--- config.mk ---
export PLATFORM = sky130hd
export DESIGN_NAME = decode_queue_wide_flat
export DESIGN_NICKNAME = d
export VERILOG_FILES = /design/src/rtl/decode_queue_wide_if.sv /design/src/rtl/decode_queue_wide.sv /design/src/flat_wrapper.sv
export SDC_FILE = /design/constraint.sdc
export NUM_CORES = 2
export LEC_CHECK = 0
export CAP_MARGIN = 20
export CORE_ASPECT_RATIO = 1.75
export CORE_UTILIZATION = 30
export CTS_BUF_LIST = sky130_fd_sc_hd__clkbuf_16
export CTS_CLUSTER_SIZE = 28
export DETAILED_ROUTE_END_ITERATION = 12
export DONT_BUFFER_PORTS = 1
export RECOVER_POWER = 25
export SLEW_MARGIN = 10
export SYNTH_ARGS = -nofsm -noshare
export SYNTH_HDL_FRONTEND = slang
export SYNTH_SLANG_ARGS = --single-unit
--- constraint.sdc ---
create_clock -name clk -period 8.9 [get_ports clk]
set_clock_uncertainty 0.15 [all_clocks]
set_input_delay 0.445 -clock clk [delete_from_list [all_inputs] [get_ports clk]]
set_output_delay 0.445 -clock clk [all_outputs]
set_load 0.1 [all_outputs]
--- src/rtl/decode_queue_wide_if.sv ---
// Shared types and the fetch/decode/rename handshake bundle for decode_queue_wide.
// Machine-width and PHT-size macros can be predefined by the including build; these are fallbacks.

`ifndef M_WIDTH
`define M_WIDTH 32
`endif
`ifndef LG_PHT_SZ
`define LG_PHT_SZ 10
`endif

package decode_queue_wide_pkg;

  localparam int M_WIDTH   = `M_WIDTH;
  localparam int LG_PHT_SZ = `LG_PHT_SZ;
  localparam int LG_ROB    = 6;

  // Coarse operation class produced by the per-instruction decoder.
  typedef enum logic [3:0] {
    U_ILLEGAL = 4'd0,
    U_ALU_RR  = 4'd1,
    U_ALU_RI  = 4'd2,
    U_LUI     = 4'd3,
    U_AUIPC   = 4'd4,
    U_JAL     = 4'd5,
    U_JALR    = 4'd6,
    U_BRANCH  = 4'd7,
    U_LOAD    = 4'd8,
    U_STORE   = 4'd9,
    U_FENCE   = 4'd10,
    U_SYSTEM  = 4'd11
  } uop_class_e;

  typedef struct packed {
    uop_class_e           op;
    logic [2:0]           funct3;
    logic                 funct7b5;
    logic [4:0]           srcA;
    logic                 srcAValid;
    logic [4:0]           srcB;
    logic                 srcBValid;
    logic [4:0]           dst;
    logic                 dstValid;
    logic [31:0]          imm;
    logic [M_WIDTH-1:0]   pc;
    logic [M_WIDTH-1:0]   jmp_target;
    logic                 is_br;
    logic                 br_pred;
    logic [LG_PHT_SZ-1:0] pht_idx;
    logic                 serializing_op;
    logic [LG_ROB-1:0]    rob_ptr;
  } uop_t;

  // One queued fetch packet, kept raw so decode happens at the queue head.
  typedef struct packed {
    logic [31:0]          insn;
    logic [M_WIDTH-1:0]   pc;
    logic                 pred;
    logic [LG_PHT_SZ-1:0] phtIdx;
    logic [M_WIDTH-1:0]   predTarget;
  } entry_t;

endpackage

interface decode_queue_wide_if #(
  parameter int W    = 2,
  parameter int LG_Q = 3
);
  import decode_queue_wide_pkg::*;

  logic                 flush;
  logic                 in_valid;
  logic                 in_ready;
  logic [31:0]          in_insn;
  logic [M_WIDTH-1:0]   in_pc;
  logic                 in_pred;
  logic [LG_PHT_SZ-1:0] in_pht_idx;
  logic [M_WIDTH-1:0]   in_pred_target;
  logic [W-1:0]         out_valid;
  uop_t [W-1:0]         out_uop;
  logic                 out_ready;
  logic [LG_Q:0]        count;

  // Fetch/rename side drives the requests and consumes the decoded bundle.
  modport master (
    output flush, in_valid, in_insn, in_pc, in_pred, in_pht_idx, in_pred_target, out_ready,
    input  in_ready, out_valid, out_uop, count
  );

  // The queue itself.
  modport slave (
    input  flush, in_valid, in_insn, in_pc, in_pred, in_pht_idx, in_pred_target, out_ready,
    output in_ready, out_valid, out_uop, count
  );

endinterface

--- src/rtl/decode_queue_wide.sv ---
// Circular fetch queue with W parallel RISC-V decoders at its head, forming in-order
// bundles for rename. Serializing ops issue alone in lane 0; a branch closes the bundle.
// Requires LG_Q >= 1 and 1 <= W <= 2**LG_Q.

module decode_riscv
  import decode_queue_wide_pkg::*;
(
  input  logic [31:0]          insn_i,
  input  logic [M_WIDTH-1:0]   pc_i,
  input  logic                 pred_i,
  input  logic [LG_PHT_SZ-1:0] phtIdx_i,
  input  logic [M_WIDTH-1:0]   predTarget_i,
  output uop_t                 uop_o
);

  logic [6:0]  opcode;
  logic [31:0] immI;
  logic [31:0] immS;
  logic [31:0] immB;
  logic [31:0] immU;
  logic [31:0] immJ;

  assign opcode = insn_i[6:0];
  assign immI   = {{20{insn_i[31]}}, insn_i[31:20]};
  assign immS   = {{20{insn_i[31]}}, insn_i[31:25], insn_i[11:7]};
  assign immB   = {{19{insn_i[31]}}, insn_i[31], insn_i[7], insn_i[30:25], insn_i[11:8], 1'b0};
  assign immU   = {insn_i[31:12], 12'b0};
  assign immJ   = {{11{insn_i[31]}}, insn_i[31], insn_i[19:12], insn_i[20], insn_i[30:21], 1'b0};

  // Classify the instruction and fill in operands, immediate and control-flow metadata.
  always_comb begin
    uop_o                = '0;
    uop_o.op             = U_ILLEGAL;
    uop_o.funct3         = insn_i[14:12];
    uop_o.funct7b5       = insn_i[30];
    uop_o.srcA           = insn_i[19:15];
    uop_o.srcB           = insn_i[24:20];
    uop_o.dst            = insn_i[11:7];
    uop_o.pc             = pc_i;
    uop_o.br_pred        = pred_i;
    uop_o.pht_idx        = phtIdx_i;
    uop_o.jmp_target     = pc_i;
    uop_o.rob_ptr        = '0;
    if (insn_i[1:0] != 2'b11) begin
      uop_o.serializing_op = 1'b1;
    end else begin
      unique case (opcode)
        7'h33: begin
          uop_o.op        = U_ALU_RR;
          uop_o.srcAValid = 1'b1;
          uop_o.srcBValid = 1'b1;
          uop_o.dstValid  = 1'b1;
        end
        7'h13: begin
          uop_o.op        = U_ALU_RI;
          uop_o.srcAValid = 1'b1;
          uop_o.dstValid  = 1'b1;
          uop_o.imm       = immI;
        end
        7'h37: begin
          uop_o.op       = U_LUI;
          uop_o.dstValid = 1'b1;
          uop_o.imm      = immU;
        end
        7'h17: begin
          uop_o.op       = U_AUIPC;
          uop_o.dstValid = 1'b1;
          uop_o.imm      = immU;
        end
        7'h6f: begin
          uop_o.op         = U_JAL;
          uop_o.dstValid   = 1'b1;
          uop_o.imm        = immJ;
          uop_o.is_br      = 1'b1;
          uop_o.jmp_target = pc_i + M_WIDTH'($signed(immJ));
        end
        7'h67: begin
          uop_o.op         = U_JALR;
          uop_o.srcAValid  = 1'b1;
          uop_o.dstValid   = 1'b1;
          uop_o.imm        = immI;
          uop_o.is_br      = 1'b1;
          uop_o.jmp_target = predTarget_i;
        end
        7'h63: begin
          uop_o.op         = U_BRANCH;
          uop_o.srcAValid  = 1'b1;
          uop_o.srcBValid  = 1'b1;
          uop_o.imm        = immB;
          uop_o.is_br      = 1'b1;
          uop_o.jmp_target = pc_i + M_WIDTH'($signed(immB));
        end
        7'h03: begin
          uop_o.op        = U_LOAD;
          uop_o.srcAValid = 1'b1;
          uop_o.dstValid  = 1'b1;
          uop_o.imm       = immI;
        end
        7'h23: begin
          uop_o.op        = U_STORE;
          uop_o.srcAValid = 1'b1;
          uop_o.srcBValid = 1'b1;
          uop_o.imm       = immS;
        end
        7'h0f: begin
          uop_o.op             = U_FENCE;
          uop_o.serializing_op = 1'b1;
        end
        7'h73: begin
          uop_o.op             = U_SYSTEM;
          uop_o.srcAValid      = 1'b1;
          uop_o.dstValid       = 1'b1;
          uop_o.imm            = immI;
          uop_o.serializing_op = 1'b1;
        end
        default: begin
          uop_o.serializing_op = 1'b1;
        end
      endcase
    end
  end

endmodule

module decode_queue_wide
  import decode_queue_wide_pkg::*;
#(
  parameter int W    = 2,
  parameter int LG_Q = 3
) (
  input logic               clk,
  input logic               reset,
  decode_queue_wide_if.slave bus
);

  localparam int Q = 2 ** LG_Q;
  localparam logic [LG_Q:0] QCNT = (LG_Q + 1)'(Q);

  entry_t          mem_q [Q];
  logic [LG_Q-1:0] head_q;
  logic [LG_Q-1:0] head_d;
  logic [LG_Q-1:0] tail_q;
  logic [LG_Q-1:0] tail_d;
  logic [LG_Q:0]   count_q;
  logic [LG_Q:0]   count_d;

  uop_t            laneUop [W];
  logic [W-1:0]    laneValid;
  logic [LG_Q:0]   popCnt;
  logic            doPush;
  logic            doPop;
  logic            blockRest;

  assign bus.in_ready = (count_q != QCNT);
  assign bus.count    = count_q;
  assign doPush       = bus.in_valid & bus.in_ready & ~bus.flush;
  assign doPop        = bus.out_ready & laneValid[0] & ~bus.flush;

  // One decoder per lane, reading the entry k slots past the head; pointer math wraps mod Q.
  for (genvar k = 0; k < W; k++) begin : gLane
    logic [LG_Q-1:0] idx;
    assign idx = head_q + LG_Q'(k);
    decode_riscv uDecode (
      .insn_i       (mem_q[idx].insn),
      .pc_i         (mem_q[idx].pc),
      .pred_i       (mem_q[idx].pred),
      .phtIdx_i     (mem_q[idx].phtIdx),
      .predTarget_i (mem_q[idx].predTarget),
      .uop_o        (laneUop[k])
    );
  end

  // Build the contiguous valid prefix: stop at empty slots, keep serializing ops alone, end on a branch.
  always_comb begin
    laneValid = '0;
    blockRest = 1'b0;
    popCnt    = '0;
    for (int k = 0; k < W; k++) begin
      if (!blockRest && (count_q > (LG_Q + 1)'(k)) && !(k > 0 && laneUop[k].serializing_op)) begin
        laneValid[k] = 1'b1;
        popCnt       = popCnt + 1'b1;
        if (laneUop[k].serializing_op || laneUop[k].is_br) begin
          blockRest = 1'b1;
        end
      end else begin
        blockRest = 1'b1;
      end
    end
  end

  // Present the decoded bundle; invalid lanes still carry (stale, X-free) decoded data.
  always_comb begin
    bus.out_valid = laneValid;
    bus.out_uop   = '0;
    for (int k = 0; k < W; k++) begin
      bus.out_uop[k] = laneUop[k];
    end
  end

  // Next-state pointers and occupancy; flush wins over both push and pop.
  always_comb begin
    head_d  = head_q;
    tail_d  = tail_q;
    count_d = count_q;
    if (bus.flush) begin
      head_d  = '0;
      tail_d  = '0;
      count_d = '0;
    end else begin
      if (doPush) begin
        tail_d = tail_q + 1'b1;
      end
      if (doPop) begin
        head_d = head_q + popCnt[LG_Q-1:0];
      end
      count_d = count_q + (LG_Q + 1)'(doPush) - (doPop ? popCnt : '0);
    end
  end

  // Pointer and occupancy registers; reset empties the queue just like a flush.
  always_ff @(posedge clk) begin
    if (reset) begin
      head_q  <= '0;
      tail_q  <= '0;
      count_q <= '0;
    end else begin
      head_q  <= head_d;
      tail_q  <= tail_d;
      count_q <= count_d;
    end
  end

  // Entry storage; cleared on reset so never-written slots decode to known values.
  always_ff @(posedge clk) begin
    if (reset) begin
      for (int i = 0; i < Q; i++) begin
        mem_q[i] <= '0;
      end
    end else if (doPush) begin
      mem_q[tail_q] <= '{insn:       bus.in_insn,
                         pc:         bus.in_pc,
                         pred:       bus.in_pred,
                         phtIdx:     bus.in_pht_idx,
                         predTarget: bus.in_pred_target};
    end
  end

  countBound: assert property (@(posedge clk) disable iff (reset) count_q <= QCNT);

endmodule

--- src/flat_wrapper.sv ---
// flat-port wrapper written by rule: the top's interface ports become plain ports
module decode_queue_wide_flat import decode_queue_wide_pkg::*;
#(
  parameter int W    = 2,
  parameter int LG_Q = 3
)
  (clk, reset, bus_flush, bus_in_valid, bus_in_insn, bus_in_pc, bus_in_pred, bus_in_pht_idx, bus_in_pred_target, bus_out_ready, bus_in_ready, bus_out_valid, bus_out_uop, bus_count);
  decode_queue_wide_if #(.W(W), .LG_Q(LG_Q)) bus_i ();
  input logic clk;
  input logic reset;
  input wire logic [$bits(bus_i.flush)-1:0] bus_flush;
  input wire logic [$bits(bus_i.in_valid)-1:0] bus_in_valid;
  input wire logic [$bits(bus_i.in_insn)-1:0] bus_in_insn;
  input wire logic [$bits(bus_i.in_pc)-1:0] bus_in_pc;
  input wire logic [$bits(bus_i.in_pred)-1:0] bus_in_pred;
  input wire logic [$bits(bus_i.in_pht_idx)-1:0] bus_in_pht_idx;
  input wire logic [$bits(bus_i.in_pred_target)-1:0] bus_in_pred_target;
  input wire logic [$bits(bus_i.out_ready)-1:0] bus_out_ready;
  output wire logic [$bits(bus_i.in_ready)-1:0] bus_in_ready;
  output wire logic [$bits(bus_i.out_valid)-1:0] bus_out_valid;
  output wire logic [$bits(bus_i.out_uop)-1:0] bus_out_uop;
  output wire logic [$bits(bus_i.count)-1:0] bus_count;
  assign bus_i.flush = bus_flush;
  assign bus_i.in_valid = bus_in_valid;
  assign bus_i.in_insn = bus_in_insn;
  assign bus_i.in_pc = bus_in_pc;
  assign bus_i.in_pred = bus_in_pred;
  assign bus_i.in_pht_idx = bus_in_pht_idx;
  assign bus_i.in_pred_target = bus_in_pred_target;
  assign bus_i.out_ready = bus_out_ready;
  assign bus_in_ready = bus_i.in_ready;
  assign bus_out_valid = bus_i.out_valid;
  assign bus_out_uop = bus_i.out_uop;
  assign bus_count = bus_i.count;
  decode_queue_wide #(.W(W), .LG_Q(LG_Q)) u_core (.clk(clk), .reset(reset), .bus(bus_i));
endmodule
==> flow_summary_export.csv <==
group,metric,value,unit
cells_and_area,drive_above_1_share,24.4,%
route,drt-vias-per-instance,5.60,
synth,synth_cell_types,88,
cells_and_area,final_nets,4079,
hold_path,holdCritPathClass,"in -> reg",
route,drc_errors,0,
synth,syn_avg_cell_area,13.6,µm²
synth,ys.flop_type,"edfxtp_1",
floorplanning,die-width,312,µm
worst_setup_path,r2r_end,"u_core.mem_q[6][19]",
floorplanning,dieArea,170000,µm²
clocking,cts_tree,"done",
clocking,clk_path_buf_depth,3,
worst_setup_path,slowest_stage,"o31ai_4",
global_route,grt_max_degree,109,
cells_and_area,multi_input_area,23600,µm²
timing,setup_tns,0,ns
cells_and_area,final_cells,6180,
placement,dp.final_hpwl,127000,µm
placement,port_buffers,0,
timing,drv_slew,465,
run_status,violations,"capacitance limit, slew limit",
clocking,path_clk_slew,0.06,ns
clocking,cts.sinks,869,
run_status,status,"complete, but fails checks",
timing,setup_viol,0,
worst_setup_path,reg2reg_from,"u_core.bus.count[2]",
pwr,power_density,170,nW/µm²
synth,synth_warnings,0,
cells_and_area,seq_area,26000,µm²
route,post_drt_wl_per_cell,31.3,µm
route,first_iter_violations,3685,
floorplanning,die_height,544,µm
clocking,h-tree-depth,3,
clocking,cts_resized,0,
synth,syn_area,50400,µm²
timing,rsz0062_at_grt,"no",
global_route,antenna_found_initial,39,
route,ant_nets,0,
worst_setup_path,max_stage_delay,0.97,ns
hold_path,hp-start,"reset",
worst_setup_path,cp_cell_sequence,"ha_4, mux4_2, mux2i_4, inv_2, a21oi_2, and2_4, nand2_1, nand2_1, a21boi_0, ha_1, a21oi_1, nor2_1, nor4_1, o211ai_1, a21oi_1, o31a_1, o21ai_0, o31ai_4",
cells_and_area,area_growth,17.5,%
clocking,clk_latency,0.72,ns
synth,synth_edf_count,856,
floorplanning,fp.coreArea,166000,µm²
global_route,gr-total-overflow,0,
global_route,grt_use_total,22.2,%
worst_setup_path,cp_data_required_time,8.31,ns
route,first_pass_iters,5,
synth,synthCells,3716,
worst_setup_path,r2r.worst_path.cells,9,
timing,period_needed,8.38,ns
pwr,power.ir.vdd_worst,0.181,mV
timing,finalHoldViolations,0,
route,routed_wl,193000,µm
worst_setup_path,critPathMaxFanout,35,
timing,fmaxAchievable,119,MHz
synth,yosysSeqAreaShare,51.5,%
synth,ys_ff_latch,869,
floorplanning,rows,198,
timing,slew_headroom,-163,%
pwr,p_leak,20.8,nW
cells_and_area,nFillCells,16009,
worst_setup_path,crit_type,"reg -> out",
hold_path,holdPathStages,1,
worst_setup_path,start_kind,"flip-flop",
flow_run,drv_cap,14,
placement,dp_cells,5881,
worst_setup_path,rrSetupSlack,0.64,ns
clocking,post_cts_buffers,0,
timing,fin_hold_ws,0.0707,ns
hold_path,min_to,"u_core.mem_q[2][47]",
synth,synthArstFlopShare,0,%
placement,routabilityCongestion,0.934,
clocking,numCtsBuffers,94,
global_route,grt_pass1_wl,267000,µm
route,vias,34594,
worst_setup_path,endpoint_kind,"primary output",
clocking,root_buffer,"clkbuf_16",
clocking,cts_hold_buffers,111,
timing,worst_pin_slew,3.94,ns
floorplanning,io_pins,401,
global_route,grt_pass1_vias,34496,
floorplanning,start_util,30.3,%
worst_setup_path,arrival,7.79,ns
timing,finalCritPeriodShare,94.2,%
[sequential cells by signal, summed over array words and instances (netlist names), named ones only]
signal	flops
u_core.mem_q	856
u_core.bus.count	4
u_core.head_q	3
u_core.tail_q	3
[kinds of logic after synthesis]
kind of cell | count (synthesis) | share of synthesized area (%)
other cells | 1 | 0.00744
compound gates | 421 | 5.15
simple gates | 1367 | 15.2
mux | 577 | 22.2
flops | 869 | 51.5
xor+xnor | 53 | 0.959
buf+inv | 353 | 3.04
fa+ha+maj | 75 | 1.92
[metrics by stage]
stage / area, µm² / utilization [%] / setup slack, ns / power, mW
final: 59200 / 35.5 / 0.517 / 10.1
after global routing: 59200 / 35.5 / 0.122 / 10.3
after CTS: 59100 / 35.5 / 0.565 / 10.1
after detailed placement: 54900 / 33.0 / 1.36 / 6.07
after global placement: 54500 / 32.7 / 1.36 / 6.05
after floorplan: 50400 / - / 0.156 / 5.67
[metal layers]
metal / vias up / global-route usage (%) / share of wire (%)
met5: - / 0 / 0.064
met4: 18 / 9.72 / 4.7
met3: 376 / 7.93 / 12
met2: 1921 / 35.8 / 47
met1: 17920 / 26.6 / 36
li1: 14359 / - / -
[critical path, delay by kind of cell (launching register included)]
kind	cells	cell delay (ns)
DFF	1	0.69
adders and majority gates	2	1.03
muxes	2	0.96
and+or+nand+nor	5	1.44
AOI/OAI and AO/OA	8	2.79
buffers and inverters	1	0.13
[cell usage in the layout, fill, tap and decap left out, types with 11 or more instances in the layout]
| cell | count |
|---|---|
| bufinv_16 | 11 |
| o211ai_1 | 11 |
| edfxtp_1 | 856 |
| nor2b_1 | 11 |
| mux2_1 | 27 |
| nor2_2 | 18 |
| nor3_1 | 13 |
| buf_12 | 12 |
| o21a_1 | 17 |
| dlygate4sd3_1 | 111 |
| nand2_1 | 240 |
| inv_1 | 103 |
| a21oi_1 | 140 |
| clkinv_1 | 24 |
| ha_1 | 70 |
| o21ai_0 | 40 |
| o21ai_2 | 71 |
| mux2i_1 | 87 |
| buf_4 | 165 |
| mux2_2 | 27 |
| xnor2_1 | 25 |
| nand3_1 | 19 |
| buf_16 | 26 |
| a21o_1 | 32 |
| mux4_2 | 424 |
| xor2_1 | 26 |
| and2_1 | 692 |
| nor2_1 | 114 |
| conb_1 | 12 |
| clkbuf_1 | 17 |
| diode_2 | 13 |
| and2_0 | 174 |
| clkbuf_16 | 95 |
[cell type report]
cell class,count,area share [%]
diodes,13,0.0550
clock buffers,94,3.98
clock inverters,77,1.24
inverters,88,0.558
multi-input cells,2505,39.8
flip-flops and latches,869,43.9
well taps,2200,4.65
repair buffers,334,5.76
[cell usage after synthesis (all sizes together), types with 4 or more instances]
cell    instances  area [µm²]
xnor2          26         228
o31ai           4        30.0
dfxtp          13         260
fa              4        80.1
a221o          10         100
xor2           27         255
nor2          140         543
o32ai           4        35.0
o211ai         11        82.6
nand2b          9        56.3
a21o           32         240
o21ai         118         598
nand2         246         936
nor2b          11        68.8
nand3          20         100
o22ai          11        68.8
o21bai          6        45.0
and3            7        43.8
edfxtp        856       25700
a21boi          7        56.3
inv            88         330
nor4            4        25.0
a211oi          8        60.1
nor3           18         116
a211o           4        35.0
and2          867        5430
buf           122         663
or2            14        87.6
o31a            4        35.0
ha             71         888
clkbuf        143         537
mux2           54         608
mux4          424        9550
or3            10        62.6
mux2i          99        1040
o21a           17         128
a31oi           6        37.5
o221ai          4        35.0
nand4           6        37.5
a21oi         146         734
a22oi           5        37.5
[how the worst max path moves through the flow]
stage | from | endpoint | cells past startpoint
6_report | u_core.head_q[0] | bus_out_uop[188] | 18
3_3_place_gp | u_core.head_q[0] | bus_out_uop[188] | 18
4_1_cts | u_core.head_q[0] | bus_out_uop[188] | 18
2_1_floorplan | flip-flop | u_core.bus.count[2] | 15
5_1_grt | u_core.head_q[0] | bus_out_uop[188] | 18
3_5_place_dp | u_core.head_q[0] | bus_out_uop[188] | 18
[where the power goes]
| part | internal, mW | switching, mW | total, mW |
|---|---|---|---|
| Clock | 2.25 | 1.73 | 3.98 |
| Combinational | 0.348 | 1.01 | 1.36 |
| Sequential | 4.64 | 0.0801 | 4.72 |
(Power assumes the default switching activity.)
